===== src/rtl/serial_add_pkg.sv =====
// Shared constants for the bit-serial adder: FSM encodings and counter sizing.
package serial_add_pkg;

  typedef enum logic [1:0] {
    ST_IDLE = 2'd0,
    ST_RUN  = 2'd1,
    ST_DONE = 2'd2
  } state_t;

  localparam int unsigned MAX_WIDTH = 32;

  // The bit counter must be able to hold the value WIDTH itself.
  function automatic int unsigned cnt_width(input int unsigned width);
    return $clog2(width + 1);
  endfunction

endpackage


===== src/rtl/half_adder.sv =====
// Single-bit half adder; two of these plus an OR make one full-add slice.
module half_adder (
  input  logic A,
  input  logic B,
  output logic Sum,
  output logic Carry
);

  assign Sum   = A ^ B;
  assign Carry = A & B;

endmodule


===== src/rtl/serial_add_ctrl.sv =====
// Bit-serial adder: one full-add slice walks the operands LSB first.
// Result shifts in from the MSB end; done pulses WIDTH+1 edges after start is sampled.
module serial_add_ctrl
  import serial_add_pkg::*;
#(
  parameter int WIDTH = 8
) (
  input  logic             clk,
  input  logic             rst,
  input  logic             start,
  input  logic [WIDTH-1:0] a,
  input  logic [WIDTH-1:0] b,
  input  logic             cin,
  output logic             busy,
  output logic             done,
  output logic [WIDTH-1:0] sum,
  output logic             cout
);

  localparam int CW = cnt_width(WIDTH);
  localparam logic [CW-1:0] LAST_BIT = CW'(WIDTH - 1);

  state_t state_q, state_d;

  logic [WIDTH-1:0] a_q, a_d;
  logic [WIDTH-1:0] b_q, b_d;
  logic [WIDTH-1:0] sum_q, sum_d;
  logic             c_q, c_d;
  logic [CW-1:0]    cnt_q, cnt_d;

  logic             half_sum;
  logic             half_carry;
  logic             sum_bit;
  logic             prop_carry;
  logic             c_next;

  logic [WIDTH-1:0] a_shift;
  logic [WIDTH-1:0] b_shift;
  logic [WIDTH-1:0] sum_shift;

  logic             accept;

  // Full-add slice: generate/propagate half adder, then fold in the running carry.
  half_adder u_ha_ab (
    .A     (a_q[0]),
    .B     (b_q[0]),
    .Sum   (half_sum),
    .Carry (half_carry)
  );

  half_adder u_ha_c (
    .A     (half_sum),
    .B     (c_q),
    .Sum   (sum_bit),
    .Carry (prop_carry)
  );

  assign c_next = half_carry | prop_carry;

  if (WIDTH == 1) begin : g_w1
    assign a_shift   = 1'b0;
    assign b_shift   = 1'b0;
    assign sum_shift = sum_bit;
  end else begin : g_wn
    assign a_shift   = {1'b0, a_q[WIDTH-1:1]};
    assign b_shift   = {1'b0, b_q[WIDTH-1:1]};
    assign sum_shift = {sum_bit, sum_q[WIDTH-1:1]};
  end

  assign accept = (state_q == ST_IDLE) && start;

  always_ff @(posedge clk) begin
    if (rst) begin
      state_q <= ST_IDLE;
    end else begin
      state_q <= state_d;
    end
  end

  always_comb begin
    state_d = state_q;
    unique case (state_q)
      ST_IDLE: if (start) state_d = ST_RUN;
      ST_RUN:  if (cnt_q == LAST_BIT) state_d = ST_DONE;
      ST_DONE: state_d = ST_IDLE;
      default: state_d = ST_IDLE;
    endcase
  end

  always_comb begin
    busy = (state_q == ST_RUN);
    done = (state_q == ST_DONE);
  end

  always_comb begin
    a_d   = a_q;
    b_d   = b_q;
    c_d   = c_q;
    cnt_d = cnt_q;
    sum_d = sum_q;
    if (accept) begin
      a_d   = a;
      b_d   = b;
      c_d   = cin;
      cnt_d = '0;
    end else if (state_q == ST_RUN) begin
      a_d   = a_shift;
      b_d   = b_shift;
      c_d   = c_next;
      cnt_d = cnt_q + CW'(1);
      sum_d = sum_shift;
    end
  end

  always_ff @(posedge clk) begin
    if (rst) begin
      a_q   <= '0;
      b_q   <= '0;
      c_q   <= 1'b0;
      cnt_q <= '0;
      sum_q <= '0;
    end else begin
      a_q   <= a_d;
      b_q   <= b_d;
      c_q   <= c_d;
      cnt_q <= cnt_d;
      sum_q <= sum_d;
    end
  end

  // The carry flop ends the run holding bit WIDTH of the total.
  assign sum  = sum_q;
  assign cout = c_q;

endmodule

===== config.mk =====
export PLATFORM = sky130hd
export DESIGN_NAME = serial_add_ctrl
export DESIGN_NICKNAME = d
export VERILOG_FILES = /design/src/rtl/serial_add_pkg.sv /design/src/rtl/half_adder.sv /design/src/rtl/serial_add_ctrl.sv
export SDC_FILE = /design/constraint.sdc
export NUM_CORES = 1
export LEC_CHECK = 0
export CORE_ASPECT_RATIO = 0.6
export CORE_MARGIN = 3
export CORE_UTILIZATION = 51
export CTS_BUF_LIST = sky130_fd_sc_hd__clkbuf_16
export CTS_CLUSTER_DIAMETER = 100
export DETAILED_ROUTE_END_ITERATION = 8
export PLACE_DENSITY = 0.82
export SETUP_SLACK_MARGIN = 0.02
export SLEW_MARGIN = 20
export SYNTH_ARGS = -nofsm -noshare
export SYNTH_HDL_FRONTEND = slang
export SYNTH_SLANG_ARGS = --single-unit

===== constraint.sdc =====
create_clock -name clk -period 3.31 [get_ports clk]
set_input_delay 0.662 -clock clk [delete_from_list [all_inputs] [get_ports clk]]
set_output_delay 0.662 -clock clk [all_outputs]
set_load 0.02 [all_outputs]

==> impl_metrics.prom <==
# TYPE chip_impl_metric gauge
chip_impl_info{name="synth.area.top_cells",value="dfxtp_1, a221o_1, nand2_1"} 1
chip_impl_metric{name="cts_resized",unit=""} 0
chip_impl_metric{name="gpl.final_weighted_congestion",unit=""} 0.822
chip_impl_metric{name="cts.clk_slew.worst_paths",unit="ns"} 0.04
chip_impl_info{name="root_buffer",value="clkbuf_16"} 1
chip_impl_info{name="crit_path_end_kind",value="output port"} 1
chip_impl_metric{name="grt_use_total",unit=""} 0.210
chip_impl_info{name="worst_hold_startpoint",value="sum[0]"} 1
chip_impl_metric{name="syn-instance-count",unit=""} 131
chip_impl_metric{name="reg2reg_depth",unit=""} 3
chip_impl_metric{name="coreArea",unit="um2"} 2280
chip_impl_metric{name="std_cell_rows",unit=""} 13
chip_impl_metric{name="yosys.area.top_type_share",unit=""} 0.482
chip_impl_metric{name="ys_warn_count",unit=""} 0
chip_impl_metric{name="vdd_ir_drop_max",unit="uV"} 327
chip_impl_metric{name="cts_setup_buffers",unit=""} 0
chip_impl_metric{name="detailed_route_iter0_violations",unit=""} 84
chip_impl_metric{name="final.min_clock_period",unit="ns"} 2.81
chip_impl_metric{name="area.growth.synth_to_final",unit="%"} 33.0
chip_impl_metric{name="syn-num-nets",unit=""} 153
chip_impl_metric{name="min_path_cells",unit=""} 2
chip_impl_info{name="timing_worst_setup_path_type",value="flop to output port"} 1
chip_impl_metric{name="wirelength",unit="um"} 2990
chip_impl_metric{name="fmax_achieved",unit="MHz"} 355
chip_impl_metric{name="place_hpwl",unit="um"} 2130
chip_impl_info{name="regToRegEndpoint",value="cnt_q[3]"} 1
chip_impl_metric{name="post_cts_hold_buffer_count",unit=""} 0
chip_impl_metric{name="final_design_area_no_fill",unit="um2"} 1710
chip_impl_metric{name="number_of_flops_mapped_to_enable_cells_by_yosys",unit=""} 0
chip_impl_metric{name="overflow",unit=""} 0
chip_impl_metric{name="detailroute.via_count",unit=""} 1065
chip_impl_metric{name="layout.filler_cells",unit=""} 167
chip_impl_info{name="min_delay_endpoint",value="sum[0]"} 1
chip_impl_info{name="min-delay-path-class",value="flop to flop"} 1
chip_impl_info{name="setup_repair_after_global_routing_missed_its_margin",value="no"} 1
chip_impl_metric{name="ys_seq_elements",unit=""} 31
chip_impl_metric{name="worst_clock_skew",unit="ns"} 0.00364
chip_impl_metric{name="critPathRequiredTime",unit="ns"} 2.65
chip_impl_metric{name="synth.yosys.seq_area_share",unit=""} 0.482
chip_impl_metric{name="cellPowerDensity",unit="nW/um2"} 546
chip_impl_metric{name="static-leakage-power",unit="uW"} 0.000659
chip_impl_metric{name="residual_drc",unit=""} 0
chip_impl_metric{name="synthDistinctLibCells",unit=""} 30
chip_impl_metric{name="grt_pass1_vias",unit=""} 1004
chip_impl_metric{name="worstPathMaxFanout",unit=""} 12
chip_impl_metric{name="floorplan.io_pins",unit=""} 31
chip_impl_metric{name="final_min_period_over_clock_period",unit=""} 0.850
chip_impl_info{name="run_status",value="completed"} 1
chip_impl_metric{name="htreeDepth",unit=""} 2
chip_impl_metric{name="vias_per_cell",unit=""} 5.55
chip_impl_metric{name="start_util",unit=""} 0.565
chip_impl_metric{name="route.antenna.remaining_nets",unit=""} 0
chip_impl_metric{name="placedInstanceArea",unit="um2"} 1570
chip_impl_metric{name="first_pass_grt_wire_length",unit="um"} 4860
chip_impl_metric{name="drt-pass1-iter-count",unit=""} 4
chip_impl_info{name="library_cell_occupying_the_most_area_in_the_post_synthesis_netlist",value="dfxtp_1"} 1
chip_impl_info{name="mostFrequentLayoutCell",value="dfxtp_1"} 1
chip_impl_metric{name="syn_avg_cell_area",unit="um2"} 9.82
chip_impl_metric{name="nets",unit=""} 183
chip_impl_info{name="timing.critical_path.from_type",value="flop"} 1
chip_impl_info{name="cts_tree",value="done"} 1
chip_impl_metric{name="insertion_delay",unit="ns"} 0.27
chip_impl_info{name="layout.cells.most_common_list",value="dfxtp_1, clkdlybuf4s50_1, nand2_1, and2_1, a221o_1"} 1
chip_impl_metric{name="routed_length_per_placed_instance",unit="um"} 15.6
chip_impl_metric{name="port_bufs",unit=""} 30
chip_impl_metric{name="final_max_slew_viol_count",unit=""} 0
chip_impl_metric{name="fin_tns_setup",unit="ns"} 0
chip_impl_metric{name="ys_async_sr_fraction",unit=""} 0
chip_impl_metric{name="grt_max_degree",unit=""} 17
chip_impl_info{name="crit-reg2reg-launch",value="state_q[0]"} 1
chip_impl_metric{name="max-slew-margin-rel",unit=""} 0.569
chip_impl_metric{name="worst-endpoint-arrival",unit="ns"} 2.15
chip_impl_metric{name="r2r_slack",unit="ns"} 1.77
chip_impl_metric{name="clk_sink_count",unit=""} 31
chip_impl_metric{name="timing_hold_violations_final",unit=""} 0
chip_impl_metric{name="setup_viol",unit=""} 0
chip_impl_info{name="main_flop_type_after_synthesis",value="dfxtp_1"} 1
chip_impl_metric{name="clockBufferDepth",unit=""} 2
chip_impl_metric{name="drv.max_cap_violation_count",unit=""} 0
chip_impl_metric{name="antenna_found_initial",unit=""} 0
chip_impl_metric{name="floorplan.die.height",unit="um"} 44.9
chip_impl_metric{name="drive_gt1_frac",unit=""} 0.0679
chip_impl_metric{name="clock_buffers_created_by_tritoncts",unit=""} 5
chip_impl_metric{name="insertedDiodeCount",unit=""} 0
chip_impl_metric{name="die-area",unit="um2"} 3180
chip_impl_metric{name="worstMarginPinSlew",unit="ns"} 0.644
chip_impl_metric{name="combined_area_of_all_synthesized_cells",unit="um2"} 1290
chip_impl_metric{name="width_of_the_chip",unit="um"} 70.8
synthesized netlist by cell type, drive strengths merged (2+ instances only):
cell     n
dfxtp   31
nand2   22
a221o   12
and2    12
a21oi   11
buf      7
nor2     5
a22o     4
nor2b    4
o21ai    3
clkbuf   2
inv      2
nand3    2
worst max-delay path, stage by stage, from the launching register on:
cell             delay [ns]
dfxtp_1                0.62
nand2b_2               0.26
inv_1                  0.32
clkdlybuf4s50_1        0.68
per-stage QoR:
step                power, uW  instances  utilization  setup WS, ns  hold WS, ns
finish                    934        192        0.751         0.496        0.454
global route              969        192        0.751         0.376        0.484
floorplan                 483        131            -          1.59        0.449
detailed placement        523        184        0.691         0.835        0.454
CTS                       941        192        0.751         0.506        0.460
global placement          517        184        0.691         0.888        0.452
state kept, by name, indices dropped and copies added, names as in the netlist:
register and count:
a_q 8, sum 8, cnt_q 4, state_q 2
b_q 8, cout 1
cell type report:
cell class	count	area [um2]	area share
multi-input cells	89	593	0.347
flip-flops and latches	31	621	0.363
clock inverters	3	11.3	0.00658
well taps	30	37.5	0.0219
inverters	2	7.51	0.00439
repair buffers	32	315	0.184
clock buffers	5	125	0.0732
metal layers:
| layer | track usage | share of wire | vias to the layer above |
|---|---|---|---|
| met3 | 0.0711 | 0.065 | 7 |
| met5 | 0 | 0 | - |
| met2 | 0.341 | 0.48 | 37 |
| met4 | 0.112 | 0.018 | 0 |
| li1 | - | - | 521 |
| met1 | 0.252 | 0.44 | 500 |
power breakdown:
| group | internal, uW | switching (uW) |
|---|---|---|
| clock | 269 | 148 |
| sequential | 395 | 18.7 |
| combinational | 55.2 | 48.2 |
logic make-up after synthesis:
logic type,count (synthesis),synth area share
simple gates,51,0.216
compound gates,35,0.212
flops,31,0.482
mux,1,0.00778
fa+ha+maj,2,0.0253
buf+inv,11,0.0564
worst max path at each step:
| stage | startpoint | slack, ns | to |
|---|---|---|---|
| detailed placement | state_q[0] | 0.83 | busy |
| global placement | state_q[0] | 0.89 | busy |
| global route | state_q[0] | 0.38 | busy |
| CTS | state_q[0] | 0.51 | busy |
| floorplan | state_q[0] | 1.59 | busy |
| finish | state_q[0] | 0.50 | busy |
(Power assumes the default switching activity.)
